===== config.mk =====
export PLATFORM = sky130hd
export DESIGN_NAME = mean_filter
export DESIGN_NICKNAME = d
export VERILOG_FILES = /design/src/rtl/mean_filter.sv
export SDC_FILE = /design/constraint.sdc
export NUM_CORES = 1
export LEC_CHECK = 0
export CORE_ASPECT_RATIO = 1.75
export CORE_UTILIZATION = 45
export CTS_CLUSTER_DIAMETER = 80
export CTS_CLUSTER_SIZE = 25
export DETAILED_ROUTE_END_ITERATION = 8
export GPL_ROUTABILITY_DRIVEN = 0
export SLEW_MARGIN = 15
export SYNTH_ARGS = -nofsm -noshare
export SYNTH_HDL_FRONTEND = slang
export SYNTH_SLANG_ARGS = --single-unit

===== constraint.sdc =====
create_clock -name clk -period 3.85 [get_ports clk]
set_input_delay 0.5775 -clock clk [delete_from_list [all_inputs] [get_ports clk]]
set_output_delay 0.5775 -clock clk [all_outputs]
set_load 0.01 [all_outputs]

===== src/rtl/mean_filter.sv =====
// ---------------------------------------------------------------------------
// mean_filter
//
// Block-average (decimating) mean filter for an unsigned sample stream.
// The filter sums N accepted samples into a non-overlapping window. At the
// end of each window it emits floor(sum/N), or the round-half-up mean when
// ROUND=1, together with a one-cycle done strobe. It then starts the next
// window straight away.
//
// Parameters
//   DATA_W  width of input samples and of the mean output (unsigned)
//   N       samples per window, integer >= 2
//   ROUND   0 = truncate (floor), 1 = round half up: (sum + N/2) / N
//
// Ports
//   clk     in   1       single clock, all logic on the rising edge
//   rst     in   1       synchronous, active-high reset
//   en_i    in   1       sample valid; data_i is taken on every edge with en_i=1
//   data_i  in   DATA_W  unsigned input sample
//   data_o  out  DATA_W  mean of the last completed window, held between windows
//   done_o  out  1       one-cycle pulse; data_o changes on the same edge
//
// Handshake: there is no ready signal and no back-pressure. The block accepts
// every cycle with en_i=1, and a cycle with en_i=0 is a gap that leaves the
// window untouched. done_o is a valid-only strobe and carries no
// acknowledge: data_o is the result on the cycle done_o is high, and it stays
// stable until the next strobe.
//
// Pipeline
//   accumulate : acc/cnt collect samples. The edge that accepts the Nth
//                sample loads the stage-1 total and sets stage-1 valid.
//   stage 2    : on the following edge the total is divided by the constant
//                N, which drives data_o and raises done_o for one cycle.
// The accumulator is free again on the cycle after a window closes. Windows
// can therefore run back to back at one sample per clock.
// ---------------------------------------------------------------------------
module mean_filter #(
   parameter int DATA_W = 8,
   parameter int N      = 10,
   parameter int ROUND  = 0
) (
   input  logic              clk,
   input  logic              rst,
   input  logic              en_i,
   input  logic [DATA_W-1:0] data_i,
   output logic [DATA_W-1:0] data_o,
   output logic              done_o
);

   // The worst-case sum N*(2^DATA_W-1) always fits in SUM_W bits.
   localparam int SUM_W = DATA_W + $clog2(N);
   localparam int CNT_W = $clog2(N);

   localparam logic [CNT_W-1:0] LAST = CNT_W'(N - 1);
   // The divide path is one bit wider than the sum, so the rounding bias
   // added for ROUND=1 can never wrap.
   localparam logic [SUM_W:0]   DIV  = (SUM_W + 1)'(N);
   localparam logic [SUM_W:0]   HALF = (SUM_W + 1)'(N / 2);

   logic [SUM_W-1:0] acc;
   logic [CNT_W-1:0] cnt;
   logic [SUM_W-1:0] total;
   logic             total_valid;

   logic [SUM_W:0]   biased;
   logic [DATA_W-1:0] mean;

   // ------------------------------------------------------------------
   // Accumulation and stage 1
   // ------------------------------------------------------------------
   always_ff @(posedge clk) begin
      if (rst) begin
         acc         <= '0;
         cnt         <= '0;
         total       <= '0;
         total_valid <= 1'b0;
      end else begin
         // Stage-1 valid is high only for the cycle after a window closes.
         total_valid <= 1'b0;
         if (en_i) begin
            if (cnt == LAST) begin
               // Window close: the closing sample goes into the total
               // directly, so the accumulator can restart on this edge.
               total       <= acc + SUM_W'(data_i);
               total_valid <= 1'b1;
               acc         <= '0;
               cnt         <= '0;
            end else begin
               acc <= acc + SUM_W'(data_i);
               cnt <= cnt + CNT_W'(1);
            end
         end
      end
   end

   // ------------------------------------------------------------------
   // Constant divide
   // ------------------------------------------------------------------
   always_comb begin
      biased = {1'b0, total};
      if (ROUND != 0) begin
         biased = biased + HALF;
      end
   end

   // The quotient is at most 2^DATA_W-1, including with rounding, because
   // (N*(2^DATA_W-1) + N/2) / N rounds down to 2^DATA_W-1. The narrowing
   // cast therefore drops only zero bits.
   assign mean = DATA_W'(biased / DIV);

   // ------------------------------------------------------------------
   // Stage 2: registered outputs
   // ------------------------------------------------------------------
   always_ff @(posedge clk) begin
      if (rst) begin
         data_o <= '0;
         done_o <= 1'b0;
      end else begin
         done_o <= total_valid;
         if (total_valid) begin
            data_o <= mean;
         end
      end
   end

endmodule


==> flow_metrics.env, run 1 <==
export IMPL_yosys_area_top_type="dfxtp_1"
export IMPL_fin_hold_ws_ns=0.460
export IMPL_synth_area_top_cells="dfxtp_1 28%, a21oi_1 5.7%, nor2_1 5.2%"
export IMPL_required_ns=4.07
export IMPL_powerDensity_nw_per_um2=296
export IMPL_via_per_inst=5.68
export IMPL_critPathBufInv=0
export IMPL_cp_start_kind="register"
export IMPL_areaGrowthSynthToFinish_pct=12.2
export IMPL_start_util_pct=46.8
export IMPL_ys_types=64
export IMPL_cts_resized_gates=0
export IMPL_row_count=36
export IMPL_seqPwrFrac_pct=46.6
export IMPL_worst_pin_slew_ns=0.643
export IMPL_regArea_um2=741
export IMPL_rsz0062_at_grt="false"
export IMPL_grt_pass1_wl_um=10100
export IMPL_synthFlopType="dfxtp_1"
export IMPL_wl_per_cell_um=14.0
export IMPL_num_nets_final=372
export IMPL_crit_arrival_ns=3.44
export IMPL_end_kind="register"
export IMPL_synth_cells=346
export IMPL_clk_latency_ns=0.30
export IMPL_syn_area_um2=2610
export IMPL_ys_seq_area_share_pct=28.3
export IMPL_ctsRootBufferMaster="clkbuf_8"
export IMPL_postCtsSetupRepairBufs=0
export IMPL_hold_violations=0
export IMPL_grt_start_max_net_pins=26
export IMPL_critPathMaxFanout=21
export IMPL_synth_edf_count=0
export IMPL_yosys_area_top_type_share_pct=28.3
export IMPL_syn_area_per_cell_um2=7.55
export IMPL_layout_drive_gt1_share_pct=7.08
export IMPL_antenna_found_initial=0
export IMPL_drt_iter0_drc=131
export IMPL_dieArea_um2=6130
export IMPL_multi_input_area_um2=1670
export IMPL_syn_num_nets=366
export IMPL_slew_headroom_pct=57.0
export IMPL_track_usage_pct=21.9
export IMPL_io_buffers=19
export IMPL_status="completed"
export IMPL_clk_pin_slew_worst_paths_ns=0.08
export IMPL_crit_chain="nand2b_4, xnor2_1, a221o_1, a211o_1, or4b_1, o2111ai_2, o31ai_4, or3_1, o32ai_2"
export IMPL_min_period_ns=3.22
export IMPL_cp_top_family="compound AO/OA/AOI/OAI gates"
export IMPL_dpl_hpwl_um=4370
export IMPL_grt_pass1_vias=2275
export IMPL_finalPower_uw=869
export IMPL_antenna_cells=0
export IMPL_ctsHoldBuffers=0
export IMPL_fill_cells=569
export IMPL_synth_most_common_cell="dfxtp_1"
export IMPL_combinationalPowerShare_pct=12.6
export IMPL_detail_route_antenna_nets=0
export IMPL_crit_slowest_cell="dfxtp_1"
export IMPL_final_max_slew_viol_count=0
export IMPL_drcViolationCount=0
export IMPL_cts_tree="built"
export IMPL_cts_made_buffers=5
export IMPL_p_switching_uw=213
export IMPL_max_freq_mhz=311
export IMPL_skew_ns=0.0114
export IMPL_drv_cap=0
export IMPL_synth_common_cells="37 x dfxtp_1, 36 x nor2_1, 34 x nand2_1"
export IMPL_intPower_uw=656
export IMPL_vias=2435
export IMPL_fp_dieW_um=59.6
export IMPL_ys_warn_count=0
export IMPL_power_frac_clock_pct=40.8
export IMPL_cts_sinks=37
export IMPL_io_pins=20
export IMPL_tns_ns=0
export IMPL_core_area_um2=5590
export IMPL_max_stage_delay_ns=0.74
export IMPL_drt_wl_total_um=5990
export IMPL_htreeDepth=2
export IMPL_grt_ovfl_total=0
export IMPL_first_pass_iters=4
export IMPL_crit_type="register to register"
export IMPL_timing_final_crit_share_pct=83.6
export IMPL_setup_viol=0
export IMPL_ys_ff_latch=37
export IMPL_p_leak_uw=0.00104
export IMPL_die_y_um=103
export IMPL_ir_drop_mv=0.276
export IMPL_async_flop_share_pct=0
export IMPL_switching_share_pct=24.5
export IMPL_hold_path_class="register to register"
export IMPL_clockBufferDepth=2
[tightest hold or removal path: stages, from the launching register on]
cell	delay (ns)
dfxtp_1	0.32
nand2_1	0.05
a21oi_1	0.05
[flip-flops by register name (all words and copies together), names as in the netlist]
name / flops
total_valid: 1
done_o: 1
data_o: 8
cnt: 4
total: 11
acc: 12
[cell families after synthesis]
| kind of cell | synth area share, % |
|---|---|
| buffers and inverters | 7.75 |
| muxes | 1.20 |
| AOI/OAI and AO/OA | 27.3 |
| DFF | 28.3 |
| adders and majority gates | 4.98 |
| xor gates and xnor gates | 5.03 |
| and+or+nand+nor | 25.4 |
[worst paths after layout]
check | to | slack [ns] | cells past startpoint | startpoint
setup / recovery | data_o[0] | 0.63 | 9 | total[10]
hold / removal | total[2] | 0.46 | 2 | total[2]
hold reg to reg | total[2] | 0.46 | 2 | total[2]
setup reg to reg | data_o[0] | 0.63 | 9 | total[10]
[placed cells by master (no fill, tap or decap), types with 6 or more instances in the layout]
master           count
a22oi_1              8
nand2_1             34
dfxtp_1             37
a211oi_1             6
nand2b_1             7
clkbuf_8             6
buf_4                7
nor2_1              36
nor3_1               9
clkdlybuf4s50_1     19
xnor2_1             13
ha_1                 8
inv_1               18
a21oi_1             30
o21ai_0             22
nand3_1             14
[routing by layer]
layer | global-route usage [%] | vias to the layer above | routed length (um)
met5 | 0 | - | 0
met4 | 15.9 | 0 | 282
met3 | 4.02 | 23 | 219
met2 | 37.7 | 61 | 3080
met1 | 23.4 | 1101 | 2420
li1 | - | 1250 | -
[power groups by stage]
stage	logic [uW]	registers [uW]	clock network, uW
final	109	405	355
after global placement	109	413	0
after global routing	124	407	384
after floorplan	81.0	411	0
after detailed placement	110	414	0
after CTS	111	405	367
[through the flow]
step | util (%) | setup slack, ns | cells | area, um2
after global placement | 50.4 | 0.689 | 421 | 2820
after floorplan | - | 1.21 | 346 | 2610
final | 52.5 | 0.630 | 429 | 2930
after CTS | 52.5 | 0.629 | 429 | 2930
after detailed placement | 50.4 | 0.636 | 421 | 2820
after global routing | 52.5 | 0.431 | 429 | 2930
[cell type report]
cell class	instances	share of cell area (%)
Multi-Input combinational cell	264	57.0
Sequential cell	37	25.3
Timing Repair Buffer	26	8.28
Tap cell	76	3.24
Clock buffer	7	2.94
Inverter	18	2.30
Clock inverter	1	1.02
(Power assumes the default switching activity.)
==> run 2, diff against run 1 <==
--- a/config.mk
+++ b/config.mk
@@ -11,6 +11,7 @@
 export CTS_CLUSTER_SIZE = 25
 export DETAILED_ROUTE_END_ITERATION = 8
 export GPL_ROUTABILITY_DRIVEN = 0
+export PLACE_DENSITY = 0.67
 export SLEW_MARGIN = 15
 export SYNTH_ARGS = -nofsm -noshare
 export SYNTH_HDL_FRONTEND = slang
==> constraint.sdc (replaced) <==
create_clock -name clk -period 2.76 [get_ports clk]
set_input_delay 0.414 -clock clk [delete_from_list [all_inputs] [get_ports clk]]
set_output_delay 0.414 -clock clk [all_outputs]
set_load 0.01 [all_outputs]
==> run 2 against run 1 <==
  * Power rose by 49%
  * Clock power rose by 58%
  * First-iteration DRC count rose by 0.76%
  * Core utilization rose by 7.4 points
  * Routed wire length rose by 6.7%
  * Highest routed layer unchanged
  * Sequential power rose by 39%
  * Worst hold slack improved by 0.00097 ns
  * Global-route usage rose by 0.87 points
==> flow_metrics.env, run 2 (same netlist as run 1, synthesis figures left out) <==
export IMPL_fin_hold_ws_ns=0.461
export IMPL_fp_dieW_um=59.6
export IMPL_largest_registers="acc x12, total x11, data_o x8"
export IMPL_via_per_inst=5.57
export IMPL_grt_pass1_vias=2448
export IMPL_powerDensity_nw_per_um2=386
export IMPL_clk_pin_slew_worst_paths_ns=0.08
export IMPL_detail_route_antenna_nets=0
export IMPL_max_freq_mhz=372
export IMPL_clk_latency_ns=0.30
export IMPL_io_buffers=19
export IMPL_cp_start_kind="register"
export IMPL_dpl_hpwl_um=4690
export IMPL_skew_ns=0.00771
export IMPL_io_pins=20
export IMPL_crit_type="register to register"
export IMPL_hold_violations=0
export IMPL_num_nets_final=413
export IMPL_layout_commonest_cell="buf_4"
export IMPL_row_count=36
export IMPL_setup_viol=0
export IMPL_clockBufferDepth=2
export IMPL_antenna_found_initial=0
export IMPL_drcViolationCount=0
export IMPL_fin_util_pct=59.9
export IMPL_setup_slack_ns=0.0689
export IMPL_ctsRootBufferMaster="clkbuf_8"
export IMPL_required_ns=2.97
export IMPL_slew_headroom_pct=60.2
export IMPL_final_cell_mix="45 x buf_4, 36 x nor2_1, 34 x nand2_1"
export IMPL_place_area_um2=3130
export IMPL_drt_wl_total_um=6400
export IMPL_fill_cells=541
export IMPL_areaGrowthSynthToFinish_pct=28.0
export IMPL_pre_cts_slack_ns=-0.260
export IMPL_grt_pass1_wl_um=10800
export IMPL_cts_sinks=37
export IMPL_ctsHoldBuffers=0
export IMPL_critPathBufInv=1
export IMPL_cp_top_family="simple AND/OR/NAND/NOR gates"
export IMPL_grt_ovfl_total=0
export IMPL_core_area_um2=5590
export IMPL_wl_per_cell_um=13.6
export IMPL_hold_path_class="register to register"
export IMPL_die_y_um=103
export IMPL_critPathMaxFanout=5
export IMPL_cts_tree="built"
export IMPL_final_max_slew_viol_count=0
export IMPL_drt_iter0_drc=132
export IMPL_rsz0062_at_grt="true"
export IMPL_htreeDepth=2
export IMPL_crit_arrival_ns=2.90
export IMPL_vias=2617
export IMPL_final_area_um2=3350
export IMPL_min_period_ns=2.69
export IMPL_p_leak_uw=0.00128
export IMPL_layout_drive_gt1_share_pct=21.3
export IMPL_track_usage_pct=22.8
export IMPL_regMostFlops="acc"
export IMPL_timing_final_crit_share_pct=97.5
export IMPL_max_stage_delay_ns=0.54
export IMPL_finalPower_uw=1290
export IMPL_status="completed"
export IMPL_drv_cap=0
export IMPL_first_pass_iters=4
export IMPL_ir_drop_mv=0.625
export IMPL_crit_slowest_cell="or4b_1"
export IMPL_largest_reg_flops=12
export IMPL_cts_made_buffers=5
export IMPL_crit_chain="buf_4, nand2b_1, nor2_1, a221o_1, a211o_1, or4b_1, o2111ai_2, o31ai_4, or3_1, o32ai_2"
export IMPL_end_kind="register"
export IMPL_antenna_cells=0
export IMPL_worst_pin_slew_ns=0.596
export IMPL_grt_start_max_net_pins=26
export IMPL_dieArea_um2=6130
export IMPL_start_util_pct=46.8
## run 2: tightest hold or removal path, cell delays in order, from the launching register on
cell	delay, ns
dfxtp_1	0.31
nand2_1	0.05
a21oi_1	0.05
## run 2: final timing paths
path / startpoint / endpoint / slack [ns] / cells past startpoint
max: total[9] / data_o[0] / 0.07 / 10
max reg2reg: total[9] / data_o[0] / 0.07 / 10
min reg2reg: total[2] / total[2] / 0.46 / 2
min: total[2] / total[2] / 0.46 / 2
## run 2: through the flow
step	TNS, ns	std cells
floorplan	0	346
global placement	-0.913	461
detailed placement	-1.20	461
CTS	0	469
global route	-0.0906	470
finish	0	470
## run 2: repair_timing
item	4_1_cts	5_1_grt
gates resized for setup	6	19
setup buffers	0	1
pin swaps	1	12
setup endpoints to repair	2	6
## run 2: per-layer routing
| layer | routed length, um | vias up | track usage, % |
|---|---|---|---|
| li1 | - | 1327 | - |
| met1 | 2650 | 1232 | 25.2 |
| met2 | 3450 | 47 | 41.5 |
| met3 | 138 | 11 | 3.26 |
| met4 | 152 | 0 | 11.1 |
| met5 | 0 | - | 0 |
## run 2: area by class of cell
| cell class | count | area (um2) | area share, % |
|---|---|---|---|
| Clock buffer | 5 | 68.8 | 2.06 |
| Clock inverter | 3 | 65.1 | 1.94 |
| Inverter | 18 | 67.6 | 2.02 |
| Multi-Input combinational cell | 264 | 1730 | 51.6 |
| Sequential cell | 37 | 752 | 22.5 |
| Tap cell | 76 | 95.1 | 2.84 |
| Timing Repair Buffer | 67 | 571 | 17.1 |
## run 2: power by group
part | leakage [uW] | total, uW | switching, uW | internal (uW)
combinational | 0.000910 | 168 | 90.1 | 78.4
sequential | 0.000303 | 563 | 14.3 | 549
clock | 0.0000681 | 561 | 202 | 359
